[src/rtl/vote_input_conditioner.sv]
// Front end for the voting FSM: synchronises and debounces the candidate buttons and the
// voting-over switch, then turns each accepted press into one fixed-width vote pulse.
module vote_input_conditioner #(
  parameter int DEBOUNCE_CYCLES = 16,
  parameter int PULSE_CYCLES    = 4,
  parameter int LOCKOUT_CYCLES  = 32,
  parameter int CNT_W           = 8
) (
  input  logic       clk,
  input  logic       rst,
  input  logic       i_btn_1,
  input  logic       i_btn_2,
  input  logic       i_btn_3,
  input  logic       i_btn_over,
  input  logic       i_enable,
  output logic       o_candidate_1,
  output logic       o_candidate_2,
  output logic       o_candidate_3,
  output logic       o_voting_over,
  output logic [1:0] o_vote_id,
  output logic       o_busy,
  output logic       o_reject
);

  localparam logic [CNT_W-1:0] DB_LAST    = CNT_W'(DEBOUNCE_CYCLES - 1);
  localparam logic [CNT_W-1:0] PULSE_LAST = CNT_W'(PULSE_CYCLES - 1);
  localparam logic [CNT_W-1:0] LOCK_LAST  = CNT_W'(LOCKOUT_CYCLES - 1);

  typedef enum logic [1:0] {IDLE, PULSE, LOCKOUT, WAIT_RELEASE} state_t;

  logic [3:0]       raw;
  logic [3:0]       sync_a;
  logic [3:0]       sync_b;
  logic [3:0]       deb;
  logic [2:0]       deb_btn;
  logic [2:0]       deb_prev;
  logic [2:0]       press;
  logic             single_high;
  logic             accept_ok;
  state_t           state;
  logic [CNT_W-1:0] timer;
  logic [2:0]       cand;
  logic [1:0]       vote_id;
  logic             busy;
  logic             reject;
  logic             voting_over;

  assign raw = {i_btn_over, i_btn_3, i_btn_2, i_btn_1};

  always_ff @(posedge clk or negedge rst) begin
    if (!rst) begin
      sync_a <= '0;
      sync_b <= '0;
    end else begin
      sync_a <= raw;
      sync_b <= sync_a;
    end
  end

  // A debounced state only flips after DEBOUNCE_CYCLES consecutive disagreeing samples.
  for (genvar g = 0; g < 4; g++) begin : g_deb
    logic [CNT_W-1:0] cnt;
    logic             level;

    always_ff @(posedge clk or negedge rst) begin
      if (!rst) begin
        cnt   <= '0;
        level <= 1'b0;
      end else if (sync_b[g] != level) begin
        if (cnt == DB_LAST) begin
          level <= sync_b[g];
          cnt   <= '0;
        end else begin
          cnt <= cnt + CNT_W'(1);
        end
      end else begin
        cnt <= '0;
      end
    end

    assign deb[g] = level;
  end

  assign deb_btn     = deb[2:0];
  assign press       = deb_btn & ~deb_prev;
  assign single_high = ((deb_btn & (deb_btn - 3'd1)) == 3'd0);
  assign accept_ok   = i_enable && !voting_over;

  // A press only counts when it is the sole button held; anything else is rejected outright.
  always_ff @(posedge clk or negedge rst) begin
    if (!rst) begin
      deb_prev    <= '0;
      voting_over <= 1'b0;
      state       <= IDLE;
      timer       <= '0;
      cand        <= '0;
      vote_id     <= '0;
      busy        <= 1'b0;
      reject      <= 1'b0;
    end else begin
      deb_prev    <= deb_btn;
      voting_over <= deb[3];
      reject      <= 1'b0;
      case (state)
        IDLE: begin
          if (accept_ok && (press != 3'd0)) begin
            timer <= '0;
            busy  <= 1'b1;
            if (single_high) begin
              state   <= PULSE;
              cand    <= press;
              vote_id <= {press[2] | press[1], press[2] | press[0]};
            end else begin
              state  <= WAIT_RELEASE;
              reject <= 1'b1;
            end
          end
        end
        PULSE: begin
          if (timer == PULSE_LAST) begin
            state   <= LOCKOUT;
            timer   <= '0;
            cand    <= '0;
            vote_id <= '0;
          end else begin
            timer <= timer + CNT_W'(1);
          end
        end
        LOCKOUT: begin
          if (timer == LOCK_LAST) begin
            state <= WAIT_RELEASE;
            timer <= '0;
          end else begin
            timer <= timer + CNT_W'(1);
          end
        end
        WAIT_RELEASE: begin
          if (deb_btn == 3'd0) begin
            state <= IDLE;
            timer <= '0;
            busy  <= 1'b0;
          end
        end
        default: begin
          state <= IDLE;
          busy  <= 1'b0;
        end
      endcase
    end
  end

  assign o_candidate_1 = cand[0];
  assign o_candidate_2 = cand[1];
  assign o_candidate_3 = cand[2];
  assign o_vote_id     = vote_id;
  assign o_busy        = busy;
  assign o_reject      = reject;
  assign o_voting_over = voting_over;

endmodule

[config.mk]
export PLATFORM = sky130hd
export DESIGN_NAME = vote_input_conditioner
export DESIGN_NICKNAME = d
export VERILOG_FILES = /design/src/rtl/vote_input_conditioner.sv
export SDC_FILE = /design/constraint.sdc
export NUM_CORES = 1
export LEC_CHECK = 0
export BUFFER_PORTS_ARGS = -buffer_cell sky130_fd_sc_hd__buf_2
export CAP_MARGIN = 20
export CORE_MARGIN = 2
export CORE_UTILIZATION = 55
export DETAILED_ROUTE_END_ITERATION = 8
export GPL_ROUTABILITY_DRIVEN = 0
export MAX_ROUTING_LAYER = met4
export PLACE_DENSITY = 0.73
export SYNTH_ARGS = -nofsm -noshare
export SYNTH_HDL_FRONTEND = slang
export SYNTH_SLANG_ARGS = --single-unit
[constraint.sdc]
create_clock -name clk -period 2.45 [get_ports clk]
set_clock_uncertainty 0.15 [all_clocks]
set_input_delay 0.49 -clock clk [delete_from_list [all_inputs] [get_ports clk]]
set_output_delay 0.49 -clock clk [all_outputs]
set_load 0.05 [all_outputs]
### After elaboration in Yosys (flattened, before gate mapping)

Cells that the tools add are included.

* register bits after elaboration: 65
* input bits: 7
* output and inout bits: 8

* add/subtract/negate cells: 6
* eq/ne operators: 18
* mux-type cells: 33
* bitwise operators: 5
* reduce and logical (&&, ||, !) cells: 17

Operator list (count)
* $mux 8: 12
* $add 8x1->8 const B: 5
* $eq 8x4->1 const B: 4
* $pmux 8 s4: 1
* $mux 2: 8
* $ne 2x2->1 const B: 5
* $reduce_and 2->1: 5
* $mux 3: 3
* $eq 8x2->1 const B: 1
* $eq 8x5->1 const B: 1
* $pmux 2 s4: 1
* $reduce_and 4->1: 2
* $and 3x3->3: 2
* $logic_not 3->1: 2
* $pmux 3 s2: 1
* $mux 1: 5
* $eq 2x2->1 const B: 2
* $ne 1x1->1: 4
* $pmux 2 s2: 1
* $reduce_bool 2->1: 2
* $not 3->3: 1
* $reduce_and 3->1: 1
* $reduce_bool 3->1: 1
* $sub 3x1->3 const B: 1
* 6 further kinds: 8

### Logic depth before layout (Yosys ltp)

Gate-level depths: netlist of the first run.

* depth after elaboration: 6
* depth in mapped cells: 8
* mapped depth without buffers: 7

### Worst setup path before layout of the first run

No wires, ideal clock.

* path type: flip-flop to flip-flop
* start point: reg voting_over, in the netlist o_voting_over
* end point: reg timer[3]
* setup time: 0.092 ns
* data arrival time: 1.669 ns
* required time: 2.208 ns
* path slack: 0.540 ns
* stages on the path, launching flop included: 7
* clock period less this slack: 1.910 ns
* cell sequence: dfrtp_1 -> nand2b_1 -> a31oi_4 -> o21ai_2 -> buf_6 -> or2_4 -> o31ai_2

* longest elaborated chain between the ends: 5

RTL lines
* from (decl): line 46 `logic voting_over;`
* from (signal assigned): line 102 `voting_over <= deb[3];`
* $logic_not 1->1: line 87 `assign accept_ok = i_enable && !voting_over;`
* $logic_and 1x1->1: line 87
* $logic_and 1x1->1: line 106 `if (accept_ok && (press != 3'd0)) begin`
* $ne 2x2->1 (no source line)
* $reduce_and 2->1 (no source line)
* to (signal assigned): line 126 `timer <= timer + CNT_W'(1);`
* to (signal assigned): line 134 `timer <= timer + CNT_W'(1);`
* to (decl): line 41 `logic [CNT_W-1:0] timer;`

No other way between the ends.
A chain may end at the register's enable or synchronous reset.

### Final worst setup path of the first run

* start point: reg timer[0]
* end point: reg timer[6]

* longest elaborated chain between the ends: 3
* elaborated cells between the ends (all ways): 6
* classes of those cells: add/sub (1); eq/ne (2); mux (3)

RTL lines
* $add 8x1->8 (tied with other cells): line 126, 134
* $mux 8 (on tied branches): line 130, 120
* $pmux 8 s4 *: line 104 `case (state)`

Every way passes the cells marked *; elsewhere a longest branch is shown, timed or not.

==> results of run 1 <==
## cell families (layout without fill, tap and decap cells)
logic type      Yosys count  in the layout  share of synthesized area (%)
compound gates           37             37                           9.74
flops                    65             65                           55.0
buf+inv                   7             36                           1.14
mux                       7              7                           2.54
xor+xnor                 32             32                           9.48
simple gates            105            105                           17.4
fa+ha+maj                11             11                           4.61
## cell usage after synthesis (all sizes together) (4+ instances only)
cell type,n,area [µm²]
ha,10,125
nor2,32,120
or2,5,33.8
xor2,20,175
o21ai,12,67.6
nand3,19,95.1
xnor2,12,105
mux2,4,45.0
o31ai,4,40.0
nor4,6,37.5
inv,5,18.8
and2,4,25.0
nand2,18,67.6
and3,11,68.8
dfrtp,65,1630
nand2b,5,38.8
a21oi,4,20.0
## layer usage
| metal | vias to the layer above | wire [µm] | GRT usage (%) |
|---|---|---|---|
| li1 | 967 | - | - |
| met1 | 942 | 2370 | 25.8 |
| met2 | 44 | 2210 | 27.4 |
| met3 | 7 | 210 | 4.12 |
| met4 | 0 | 64 | 9.46 |
| met5 | - | 0 | - |
## critical path, cell delays in order, from the launching register on
cell and delay [ns]:
dfrtp_1 0.41, ha_1 0.24, nor2b_1 0.16, a31oi_2 0.39, o21ai_2 0.17, or2_4 0.28
o31ai_2 0.21
## state kept, by name (all words and copies together), names as in the netlist
name,flops
g_deb.cnt,32
o_vote_id,2
state,2
o_reject,1
deb_prev,3
cand,3
g_deb.level,4
o_busy,1
timer,8
sync_b,4
sync_a,4
o_voting_over,1
## stage by stage
stage	worst slack, ns	hold WS, ns	util, %
floorplan	0.540	0.0444	-
global placement	0.433	0.182	60.8
detailed placement	0.339	0.185	60.8
CTS	0.326	0.0217	65.3
global route	0.142	0.0435	65.3
finish	0.333	0.00349	65.3
## final cells by class
class                   count  area share, %
flip-flops and latches     65           48.5
multi-input cells         192           38.6
clock buffers              13           5.04
repair buffers             16           2.91
well taps                  70           2.61
clock inverters             2           1.79
inverters                   5          0.559
## power groups by stage
stage          Sequential (mW)  Clock, mW  Combinational (mW)
2_1_floorplan             1.34          0               0.478
3_3_place_gp              1.25          0               0.736
3_5_place_dp              1.25          0               0.749
4_1_cts                   1.23       1.05               0.757
5_1_grt                   1.24       1.09               0.840
6_report                  1.23       1.02               0.756
## final timing paths
path | slack [ns] | end | from
setup reg to reg | 0.33 | timer[6] | timer[0]
max in group asynchronous | 1.85 | cand[1] | rst
min in group clk | 0.12 | sync_a[0] | i_btn_1
setup / recovery | 0.33 | timer[6] | timer[0]
hold reg to reg | 0.20 | sync_b[0] | sync_a[0]
hold / removal | 0.003 | timer[3] | rst
## layout by cell type, fill, tap and decap left out, types with 5 or more instances in the layout
master	count
buf_2	14
o21ai_0	9
clkbuf_8	12
and3_1	11
ha_1	10
nand3_1	19
dfrtp_1	65
nand2_1	18
xor2_1	20
inv_1	5
xnor2_1	12
nor2_1	32
nor4_1	6
==> metrics, run 1 <==
CTS tree done; Max clock buf depth 2; clock slew at reported path FFs around 0.07 ns; cell area power density 897 mW/mm²; Port Buffers 14; RSZ-0062 raised after global routing no; Worst VDD drop 0.597 mV; Post-Layout Cell Count 363; Sequential Power Share between 40% and 50%; Post-Syn Area about 0.0030 mm²; static leakage approximately 1.6 nW; Setup violations, final 0; first-pass GRT wire length 8630 µm; Initial Util ~57%; Least-Margin Pin Slew 0.438 ns; DRT Pass-1 Iters 4; Post-DP Area between 0.003 and 0.004 mm²; fraction of registers with async set/reset 100%; switching power 0.932 mW; GRT overflow 0; Clock power frac about a third; Std-Cell Rows 26; Chip Width 77.3 µm; Post-Syn Nets approximately 280; post-synthesis sequential element count 65; initial antenna violation count 0; Die Y 77.3 µm; prevailing post-synth register cell dfrtp_1; Max Fclk ~470 MHz; Ant. Diodes 0; Slew Limit Headroom 70.8%; I/O pins 15; CTS H-tree depth 3; Setup Total Neg Slack 0 ns; clock latency on the worst-skew pair 0.32 ns; period utilization around 86%; final hold violations 0; DR iter-0 viols between 150 and 200; clk sinks 65; Post-synth EDFFs 0; WL/cell 13.4 µm; combinational power share between 20% and 30%; Sw Share 31.0%; hold_buf cts 0; # placed instances ~350; die area 0.00598 mm²; vias in the first global route around 1900; crit-path max FO 9; largest net degree at the start of global routing 66; CTS Buf Count 9; Tot Pwr ~3 mW; post-synthesis average cell area 11.2 µm²; Remaining DRCs 0; fin. max-slew vios 0; outcome completed; Design Area, Final 0.00335 mm²; multi-input combinational cell area 0.00129 mm²; nets@finish 306; Fillers ~420; min-delay worst type primary input to async pin; Internal Power between 2 and 2.5 mW; total core area 0.00514 mm²; Via density 5.40; Worst Path Required ~2.5 ns; CP arrival 2.20 ns; Post-CTS Resized 0; Synth-to-Final Area Change 13.5%; hpwl dp between 3000 and 4000 µm; antenna viol nets, final 0; Final min period approximately 2.1 ns; Detailed Route WL between 4000 and 5000 µm; Setup crit end kind register; nature of the critical path startpoint register; maxcap violations 0; Setup CP Type register to register; Distinct cells, synth 40; Synthesis Warnings 0; sequential-to-total area share from yosys stat around 55%; # Post-CTS Setup Buffers 0; share of post-route cells with drive strength above 1 between 15 and 20%; Cells after Synth about 260; Seq. cell area between 0.0015 and 0.002 mm²; R2R cell count 6; Global Route Usage Sum a little under a fifth; Root Buffer clkbuf_8; total number of vias a little under 2000
Power figures use the tool's default switching activity.
==> run 2: changes to the inputs <==
Settings changed: REMOVE_ABC_BUFFERS from default to 1.
==> run 2 against run 1 <==
Compared with the run above: largest power group unchanged; highest routed layer unchanged; largest cell class unchanged; the flow now finishes with violations (hold timing); worst setup slack better by 0.0028 ns; register-to-register slack is essentially flat; critical endpoint unchanged; clock-buffer cell count grew 1; sequential share of layout area grew 0.20 points; global-route usage up 0.34 points.
==> metrics, run 2 (synthesis results as in run 1) <==
Via density 5.39; static leakage 1.61 nW; Initial Util between 50% and 60%; Clock power frac around a third; Root Buffer clkbuf_8; Setup CP Type register to register; switching power ~0.94 mW; biggest regs g_deb.cnt: 32 flops, timer: 8 flops; initial antenna violation count 0; final hold violations 5; # placed instances approximately 350; CP arrival roughly 2.2 ns; Remaining DRCs 0; total number of vias 1967; most common cell after layout, fill and taps aside dfrtp_1; worst hold slack -0.0123 ns; Worst Path Required ~2.5 ns; Least-Margin Pin Slew between 0.3 and 0.4 ns; Die Y a little under 80 µm; largest register by flop count g_deb.cnt; most frequent cells in the layout dfrtp_1, nor2_1, xor2_1, nand3_1, nand2_1; Chip Width ~77 µm; Internal Power 1.99 mW; failing checks hold timing; Sequential Power Share 42.1%; cell area power density 877 mW/mm²; share of post-route cells with drive strength above 1 between 15 and 20%; GRT overflow 0; min-delay worst type primary input to async pin; clk sinks 65; DRT Pass-1 Iters 4; Sw Share between 30% and 40%; period utilization a little under nine tenths; antenna viol nets, final 0; hold_buf cts 0; CTS Buf Count 9; origin of the critical flop-to-flop path timer[0]; die area 0.00598 mm²; Std-Cell Rows 26; Crit. Startpoint timer[0]; Final min period around 2.1 ns; hpwl dp ~3300 µm; total core area 0.00514 mm²; # Post-CTS Setup Buffers 0; Worst VDD drop roughly 0.45 mV; CTS tree done; RSZ-0062 raised after global routing no; Setup violations, final 0; Global Route Usage Sum about a fifth; Setup crit end kind register; Post-DP Area around 0.0031 mm²; WL/cell between 10 and 15 µm; Max Fclk 473 MHz; largest net degree at the start of global routing 66; worst slack, placed 0.352 ns; Post-Layout Cell Count 365; post-route setup slack about 0.34 ns; outcome finished with violations; vias in the first global route 1909; Design Area, Final between 0.003 and 0.004 mm²; combinational power share around 26%; clock slew at reported path FFs roughly 0.070 ns; nets@finish around 310; crit-path max FO 9; nature of the critical path startpoint register; Tot Pwr 2.93 mW; Setup Total Neg Slack 0 ns; DR iter-0 viols 86; Synth-to-Final Area Change 13.0%; maxcap violations 0; Max clock buf depth 2; Post-CTS Resized 0; Detailed Route WL ~4800 µm; Layout Utilization approximately two thirds; I/O pins 15; Slew Limit Headroom about three quarters; Port Buffers 14; Ant. Diodes 0; clock latency on the worst-skew pair 0.34 ns; CTS H-tree depth 3; first-pass GRT wire length 8710 µm; Largest register FFs 32; fin. max-slew vios 0
[run 2: path summary, 6_finish.rpt]
path / endpoint / slack [ns] / depth (start not counted)
hold / removal: timer[7] / -0.01 / 2
hold reg to reg: sync_b[1] / 0.20 / 0
setup / recovery: timer[6] / 0.34 / 6
max in group asynchronous: state[1] / 1.87 / 2
min in group clk: sync_a[0] / 0.11 / 1
setup reg to reg: timer[6] / 0.34 / 6
[run 2: area by class of cell]
type / count / area, µm²
fillers: 409 / 1800
flip-flops and latches: 65 / 1630
multi-input cells: 192 / 1290
clock buffers: 14 / 173
repair buffers: 17 / 105
well taps: 70 / 87.6
clock inverters: 2 / 35.0
inverters: 5 / 18.8
[run 2: power by group through the flow]
stage	Sequential [mW]	Clock, mW	Combinational [mW]
6_report	1.23	0.938	0.759
5_1_grt	1.24	1.02	0.844
4_1_cts	1.23	0.964	0.760
3_5_place_dp	1.25	0	0.752
3_3_place_gp	1.25	0	0.743
2_1_floorplan	1.34	0	0.458
[run 2: per-layer routing]
metal,GRT usage (%),up-vias,share of wire [%]
li1,-,970,-
met1,25.2,957,49
met5,-,-,0
met3,6.59,6,4.5
met2,27.4,34,45
met4,9.29,0,1.2
[run 2: worst max-delay path: stages, from the launching register on]
cell and delay [ns]:
dfrtp_1 0.42, ha_1 0.25, nor2b_1 0.16, a31oi_2 0.36
o21ai_2 0.17, or2_4 0.28, o31ai_2 0.24
